File: src/rtl/de_thread_arb.sv
// ============================================================================
// de_thread_arb : two-thread FE1 -> DE0 scheduler, one holding buffer per
// thread, round-robin with burst limit, per-thread halt and flush.
// Rev 1.0
// ============================================================================
`default_nettype none

module de_thread_arb #(
  parameter int NTHR  = 2,
  parameter int PKT_W = 96,
  parameter int BURST = 4
) (
  input  logic                  clk,
  input  logic                  reset,
  input  logic [NTHR-1:0]       fe_valid,
  input  logic [NTHR*PKT_W-1:0] fe_pkt,
  output logic [NTHR-1:0]       fe_ready,
  input  logic                  decode_ready_de0,
  output logic                  valid_fe1,
  output logic [PKT_W-1:0]      instr_fe1,
  output logic                  tid_fe1,
  input  logic                  nuke_valid,
  input  logic                  nuke_tid,
  input  logic                  halt_valid,
  input  logic                  halt_tid,
  output logic [NTHR-1:0]       halted
);

  typedef enum logic {
    ST_RUN    = 1'b0,
    ST_HALTED = 1'b1
  } thr_state_t;

  thr_state_t                   state [NTHR];
  logic [NTHR-1:0]              hold_v;
  logic [NTHR-1:0][PKT_W-1:0]   hold_pkt;
  logic [NTHR-1:0]              flush;
  logic [NTHR-1:0]              push;
  logic [NTHR-1:0]              pop;
  logic [NTHR-1:0]              elig;
  logic                         rr_last;
  logic [3:0]                   burst_cnt;
  logic                         gnt_v;
  logic                         gnt_tid;

  generate
    for (genvar t = 0; t < NTHR; t++) begin : g_thr
      assign flush[t]    = nuke_valid & (nuke_tid == 1'(t));
      assign pop[t]      = gnt_v & (gnt_tid == 1'(t));
      assign fe_ready[t] = ~reset & (~hold_v[t] | pop[t]);
      assign push[t]     = fe_valid[t] & fe_ready[t] & ~flush[t];
      assign elig[t]     = hold_v[t] & (state[t] == ST_RUN) & ~flush[t];
      assign halted[t]   = ~reset & (state[t] == ST_HALTED);
    end
  endgenerate

  // Stay on rr_last until it has had BURST grants in a row, then hand over.
  always_comb begin
    gnt_v   = 1'b0;
    gnt_tid = 1'b0;
    if (!reset && decode_ready_de0) begin
      if (elig[0] && elig[1]) begin
        gnt_v   = 1'b1;
        gnt_tid = (burst_cnt < 4'(BURST - 1)) ? rr_last : ~rr_last;
      end else if (elig[0]) begin
        gnt_v   = 1'b1;
        gnt_tid = 1'b0;
      end else if (elig[1]) begin
        gnt_v   = 1'b1;
        gnt_tid = 1'b1;
      end
    end
  end

  assign valid_fe1 = gnt_v;
  assign tid_fe1   = gnt_v & gnt_tid;
  assign instr_fe1 = gnt_v ? hold_pkt[gnt_tid] : '0;

  always_ff @(posedge clk) begin
    if (reset) begin
      hold_v    <= '0;
      rr_last   <= 1'b1;
      burst_cnt <= 4'd0;
      for (int t = 0; t < NTHR; t++) begin
        state[t] <= ST_RUN;
      end
    end else begin
      for (int t = 0; t < NTHR; t++) begin
        if (flush[t]) begin
          hold_v[t] <= 1'b0;
        end else if (push[t]) begin
          hold_v[t]   <= 1'b1;
          hold_pkt[t] <= fe_pkt[t*PKT_W +: PKT_W];
        end else if (pop[t]) begin
          hold_v[t] <= 1'b0;
        end
        // Flush beats a same-cycle halt and releases a halted thread.
        if (flush[t]) begin
          state[t] <= ST_RUN;
        end else if (halt_valid && (halt_tid == 1'(t))) begin
          state[t] <= ST_HALTED;
        end
      end
      if (gnt_v) begin
        rr_last <= gnt_tid;
        if (gnt_tid != rr_last) begin
          burst_cnt <= 4'd0;
        end else if (burst_cnt != 4'hF) begin
          burst_cnt <= burst_cnt + 4'd1;
        end
      end
    end
  end

endmodule

`default_nettype wire

File: config.mk
export PLATFORM = sky130hd
export DESIGN_NAME = de_thread_arb
export DESIGN_NICKNAME = d
export VERILOG_FILES = /design/src/rtl/de_thread_arb.sv
export SDC_FILE = /design/constraint.sdc
export NUM_CORES = 1
export LEC_CHECK = 0
export CORE_MARGIN = 3
export CORE_UTILIZATION = 40
export CTS_BUF_LIST = sky130_fd_sc_hd__clkbuf_2
export CTS_CLUSTER_SIZE = 10
export DETAILED_ROUTE_END_ITERATION = 6
export PLACE_DENSITY_LB_ADDON = 0.12
export SETUP_SLACK_MARGIN = 0.4
export SLEW_MARGIN = 15
export SYNTH_ARGS = -nofsm -noshare
export SYNTH_HDL_FRONTEND = slang
export SYNTH_SLANG_ARGS = --single-unit
File: constraint.sdc
create_clock -name clk -period 16.2 [get_ports clk]
set_input_delay 1.62 -clock clk [delete_from_list [all_inputs] [get_ports clk]]
set_output_delay 1.62 -clock clk [all_outputs]
set_load 0.01 [all_outputs]
After elaboration in Yosys (flattened, before gate mapping)
Memories as Yosys holds them, arrays and structs flattened.
Index checks and enable logic that the tools add are counted.
- mux-type cells: 37
- bitwise operators: 33
- equality and inequality tests: 2
- add/subtract/negate cells: 1
- magnitude comparators: 2
- reductions and logical operators: 13
- operators by type and width (operator ; number):
    $mux W96 ; 3
    $mux W1 ; 32
    $and A1 B1 Y1 ; 16
    $not A1 Y1 ; 11
    $mux W4 ; 2
    $or A1 B1 Y1 ; 6
    $reduce_and A3 Y1 ; 2
    $reduce_bool A2 Y1 ; 3
    $add A4 B1 Y4 const B ; 1
    $logic_and A1 B1 Y1 ; 4
    $lt A4 B2 Y1 const B ; 1
    $ne A4 B4 Y1 const B ; 1
    $reduce_or A2 Y1 ; 2
    $lt A1 B2 Y1 const B ; 1
    $reduce_and A2 Y1 ; 1
    $logic_not A1 Y1 ; 1
    $ne A1 B1 Y1 ; 1
- output and inout port bits: 102
- logic and storage cells: 95
- memory bits (writable): 2
- register bits: 199
- input port bits: 201
- memories: 1
- memories (name ; depth ; bits a word ; rd ports ; clocked after Yosys merged registers in ; wr ports ; line ; source):
    state ; 2 ; 1 ; 2 ; 0 ; 2 ; 34 ; thr_state_t state [NTHR];

Depth between registers and ports, before layout
- depth in word-level cells: 14
- depth in mapped cells: 8
- gate-level depth less buffers: 6

Least setup slack after synthesis
OpenSTA, ideal clock, no wires.
- path kind: input to register
- start: input port nuke_valid
- end: register hold_pkt[100] in the netlist's numbering (enable)
- data arrival time: 9.480 ns
- setup time: 0.693 ns
- buffers on the path: 0
- stages on the path: 4
- path slack: 6.028 ns
- data required time: 15.507 ns
- cells stage by stage: a21o_1 > nor3_1 > nand2b_2 > a211oi_1
- word-level cells in the longest chain between the ends: 13
- elaborated cells between the ends (all ways): 20
- those cells by class: mux: 7; bitwise: 11; reduce/logical: 2
- ends and longest elaborated chain (element ; line ; source):
    start, declared ; 22 ; input logic nuke_valid,
    $and A1 B1 Y1 ; 48 ; assign flush[t] = nuke_valid & (nuke_tid == 1'(t));
    $not A1 Y1 (no source line) ; n/a ;
    $and A1 B1 Y1 ; 52 ; assign elig[t] = hold_v[t] & (state[t] == ST_RUN) & ~flush[t];
    $mux W1 ; 68 ; end else if (elig[1]) begin
    $mux W1 ; 65 ; end else if (elig[0]) begin
    $mux W1 ; 62 ; if (elig[0] && elig[1]) begin
    $mux W1 ; 61 ; if (!reset && decode_ready_de0) begin
    $and A1 B1 Y1 ; 49 ; assign pop[t] = gnt_v & (gnt_tid == 1'(t));
    $or A1 B1 Y1 ; 50 ; assign fe_ready[t] = ~reset & (~hold_v[t] | pop[t]);
    $and A1 B1 Y1 ; 50 ;
    $and A1 B1 Y1 (2 in a row) ; 51 ; assign push[t] = fe_valid[t] & fe_ready[t] & ~flush[t];
    $reduce_and A3 Y1 (no source line) * ; n/a ;
    end signal, assigned by index ; 93 ; hold_pkt[t] <= fe_pkt[t*PKT_W +: PKT_W];
    end, declared ; 36 ; logic [NTHR-1:0][PKT_W-1:0] hold_pkt;
Mark *: on every way between the ends. The rest lies on a longest branch, timed or not.
A chain may end at the register's enable or synchronous reset.

Worst setup path after layout
- start: input port reset
- end: output port instr_fe1[59]
- word-level cells in the longest chain between the ends: 6
- elaborated cells between the ends (all ways): 7
- those cells by class: mux: 5; reduce/logical: 2
- ends and longest elaborated chain (element ; line ; source):
    start, declared ; 14 ; input logic reset,
    $logic_not A1 Y1 * ; 61 ;
    $logic_and A1 B1 Y1 * ; 61 ;
    $mux W1 ; 61 ;
    $mux W96 (implied by the code) (2 in a row) ; 77 ; assign instr_fe1 = gnt_v ? hold_pkt[gnt_tid] : '0;
    $mux W96 * ; 77 ;
    end, declared ; 20 ; output logic [PKT_W-1:0] instr_fe1,
Mark *: on every way between the ends. The rest lies on a longest branch, timed or not. The select of a mux whose other input is x is not followed.

==> impl_metrics.py <==
metrics = {
    "clocking": {
        "ctsRootBufferMaster": "clkbuf_2",
        "cts.htree.levels": 2,
        "insertion_delay_ps": 750,
        "clkSlewWorstSetupHoldPaths_ps": 90,
        "cts_resized": 0,
        "clockBufferDepth": 3,
        "numCtsBuffers": 52,
        "cts.sinks": 201,
        "cts_tree": "yes",
        "postCtsSetupBuffers": 0,
        "holdBufCountCts": 0,
    },
    "logic_synthesis": {
        "syn_area_um2": 7360,
        "synthCells": 387,
        "synth.ff_latch_count": 201,
        "syn_nets": 589,
        "yosysSeqAreaShare_pct": 80.9,
        "ys_warn_count": 0,
        "avgSynthCellArea_um2": 19.0,
        "synth_cell_type_count": 41,
    },
    "timing": {
        "rsz0062_at_grt": "no",
        "fin_skew_ps": 24.5,
        "fin_crit_ps": 7090,
        "hold_ws_ps": 490,
        "setup_viol": 0,
        "relSlewSlack_pct": 47.5,
        "setup_tns_ps": 0,
        "worstMarginPinSlew_ps": 787,
        "maxSlewViolCount": 0,
        "period_share_pct": 43.8,
        "fmax_mhz": 141,
        "hold_viol_final": 0,
    },
    "power_and_ir_drop": {
        "irDropWorstVdd_mv": 0.0577,
        "leakage_nw": 3.85,
        "power.density_cell_area_nw_per_um2": 93.3,
        "power_mw": 1.03,
    },
    "final_layout": {
        "final_nets": 928,
        "area_growth_pct": 50.2,
        "drive_gt1_share_pct": 13.0,
    },
    "setup_path": {
        "crit_chain": "clkdlybuf4s50_1 -> a21o_1 -> nor3_1 -> nand2b_2 -> clkinv_2 -> buf_4 -> a22o_1 -> clkdlybuf4s50_1",
        "cp.arrival_ps": 5470,
        "crit_top_cell": "clkdlybuf4s50_1",
        "path_buf_inv": 4,
        "end_kind": "output pin",
        "crit_type": "in -> out",
        "cpMaxStageDelayCell": "clkdlybuf4s50_1",
        "cp_max_fo": 52,
        "critPathTopFamily": "buffers and inverters",
        "cp_slowest_stage_delay_ps": 650,
        "cp.required_ps": 14580,
        "start_kind": "input port",
    },
    "floorplanning": {
        "io_pins": 303,
        "dieHeight_um": 142,
        "die-area_um2": 20100,
        "die_x_um": 142,
        "rows": 48,
        "start_util_pct": 41.7,
        "core_um2": 17700,
    },
    "status": {
        "outcome": "finished clean",
    },
    "drt": {
        "num_vias": 4936,
        "first_iter_violations": 248,
        "drc_errors": 0,
        "wl_um": 20000,
        "routedWlPerCell_um": 20.2,
        "final_antenna_net_count": 0,
        "vias_per_cell": 5.01,
        "firstDrtPassIters": 4,
    },
    "placed_design": {
        "io_buffers": 302,
        "hpwl_um": 13500,
        "place.gp.congestion": 0.843,
    },
    "global_routing": {
        "grt_max_degree": 56,
        "antenna_found_initial": 2,
        "overflow": 0,
        "globalRouteTotalUtil_pct": 19.5,
        "grt_pass1_vias": 5343,
        "grt_pass1_wl_um": 29900,
    },
    "job": {
        "drv_cap": 0,
    },
    "hold_path": {
        "hold_path.class": "reg -> reg",
    },
}
## worst reg2reg max path, stage by stage (launching register included)
cell,delay (ps)
dfxtp_1,340
ha_1,260
or4_1,430
a211oi_2,260
nand2b_2,220
clkinv_2,620
buf_4,610
a311o_1,410
## where the power goes
part,switching (mW),leakage (nW),internal [mW],total (mW)
Sequential,0.00630,1.85,0.593,0.599
Clock,0.190,0.363,0.146,0.336
Combinational,0.0352,1.64,0.0615,0.0967
## final cells by class
cell class                      count  area (µm²)
Timing Repair Buffer              309        3080
Antenna cell                        2        5.00
Clock buffer                       82         410
Inverter                            4        16.3
Tap cell                          225         282
Clock inverter                      5        46.3
Fill cell                        1337        6600
Multi-Input combinational cell    158        1260
Sequential cell                   201        5960
## stage by stage
step / worst slack (ps) / instance area, µm² / utilization [%] / std cells
final: 9110 / 11100 / 62.6 / 986
after global routing: 8790 / 11100 / 62.6 / 986
after CTS: 9070 / 11000 / 62.6 / 984
after detailed placement: 9080 / 10600 / 60.0 / 897
after global placement: 9150 / 10600 / 60.0 / 897
after floorplan: 6030 / 7360 / - / 387
## layout by cell type, fill, tap and decap left out, drive strengths merged, types with 3 or more instances in the layout
master / synthesis / routed
nor3: 5 / 5
inv: 4 / 3
clkbuf: 8 / 82
a21oi: 7 / 7
o21ai: 6 / 6
nor2b: 5 / 5
dfxtp: 8 / 8
nand2: 7 / 7
nand2b: 3 / 3
nor2: 5 / 5
buf: 16 / 7
edfxtp: 193 / 193
clkdlybuf4s50: 0 / 302
clkinv: 0 / 5
a22o: 96 / 96
## synthesized netlist by cell type (all sizes together)
library cell,number,area share [%]
a2111oi,1,0.12
a211o,1,0.12
a211oi,2,0.27
a21boi,1,0.10
a21o,1,0.10
a21oi,7,0.48
a22o,96,11
a311o,1,0.14
a32oi,1,0.12
a41oi,1,0.12
and3,1,0.085
buf,16,1.7
clkbuf,8,0.41
dfxtp,8,2.2
edfxtp,193,79
ha,1,0.17
inv,4,0.20
mux2i,1,0.14
nand2,7,0.36
nand2b,3,0.29
nand3,1,0.068
nand3b,1,0.10
nand4,1,0.085
nand4b,1,0.12
nor2,5,0.26
nor2b,5,0.43
nor3,5,0.34
o211ai,1,0.10
o21ai,6,0.46
o21ba,2,0.27
o31ai,1,0.10
or3,2,0.17
or4,1,0.10
xnor2,1,0.12
## sequential cells by signal, summed over array words and instances, names as in the netlist
name,flops
state,2
hold_pkt,192
hold_v,2
rr_last,1
burst_cnt,4
## path summary, 6_finish.rpt
kind,from,endpoint,slack (ps),cells after the start
worst min register to register,burst_cnt[1],burst_cnt[1],490,2
worst min-delay path,burst_cnt[1],burst_cnt[1],490,2
worst max register to register,burst_cnt[0],rr_last,12940,7
worst max-delay path,reset,instr_fe1[59],9110,8
## kinds of logic after synthesis
family	synth area share [%]
AO/OA/AOI/OAI	13.9
XOR/XNOR	0.119
adder cells (fa/ha/maj)	0.170
buffers and inverters	2.33
flip-flops	80.9
multiplexers	0.136
AND/OR/NAND/NOR	2.40
## routing by layer
metal / wire length, µm / share of wire, % / GRT usage, % / up-vias
li1: - / - / - / 2308
met1: 7540 / 38 / 23.2 / 2332
met5: 0 / 0 / 0 / -
met4: 598 / 3.0 / 8.08 / 0
met2: 9690 / 49 / 31.1 / 258
met3: 2120 / 11 / 8.59 / 38
Note: power is estimated with default switching activity, not from simulation.
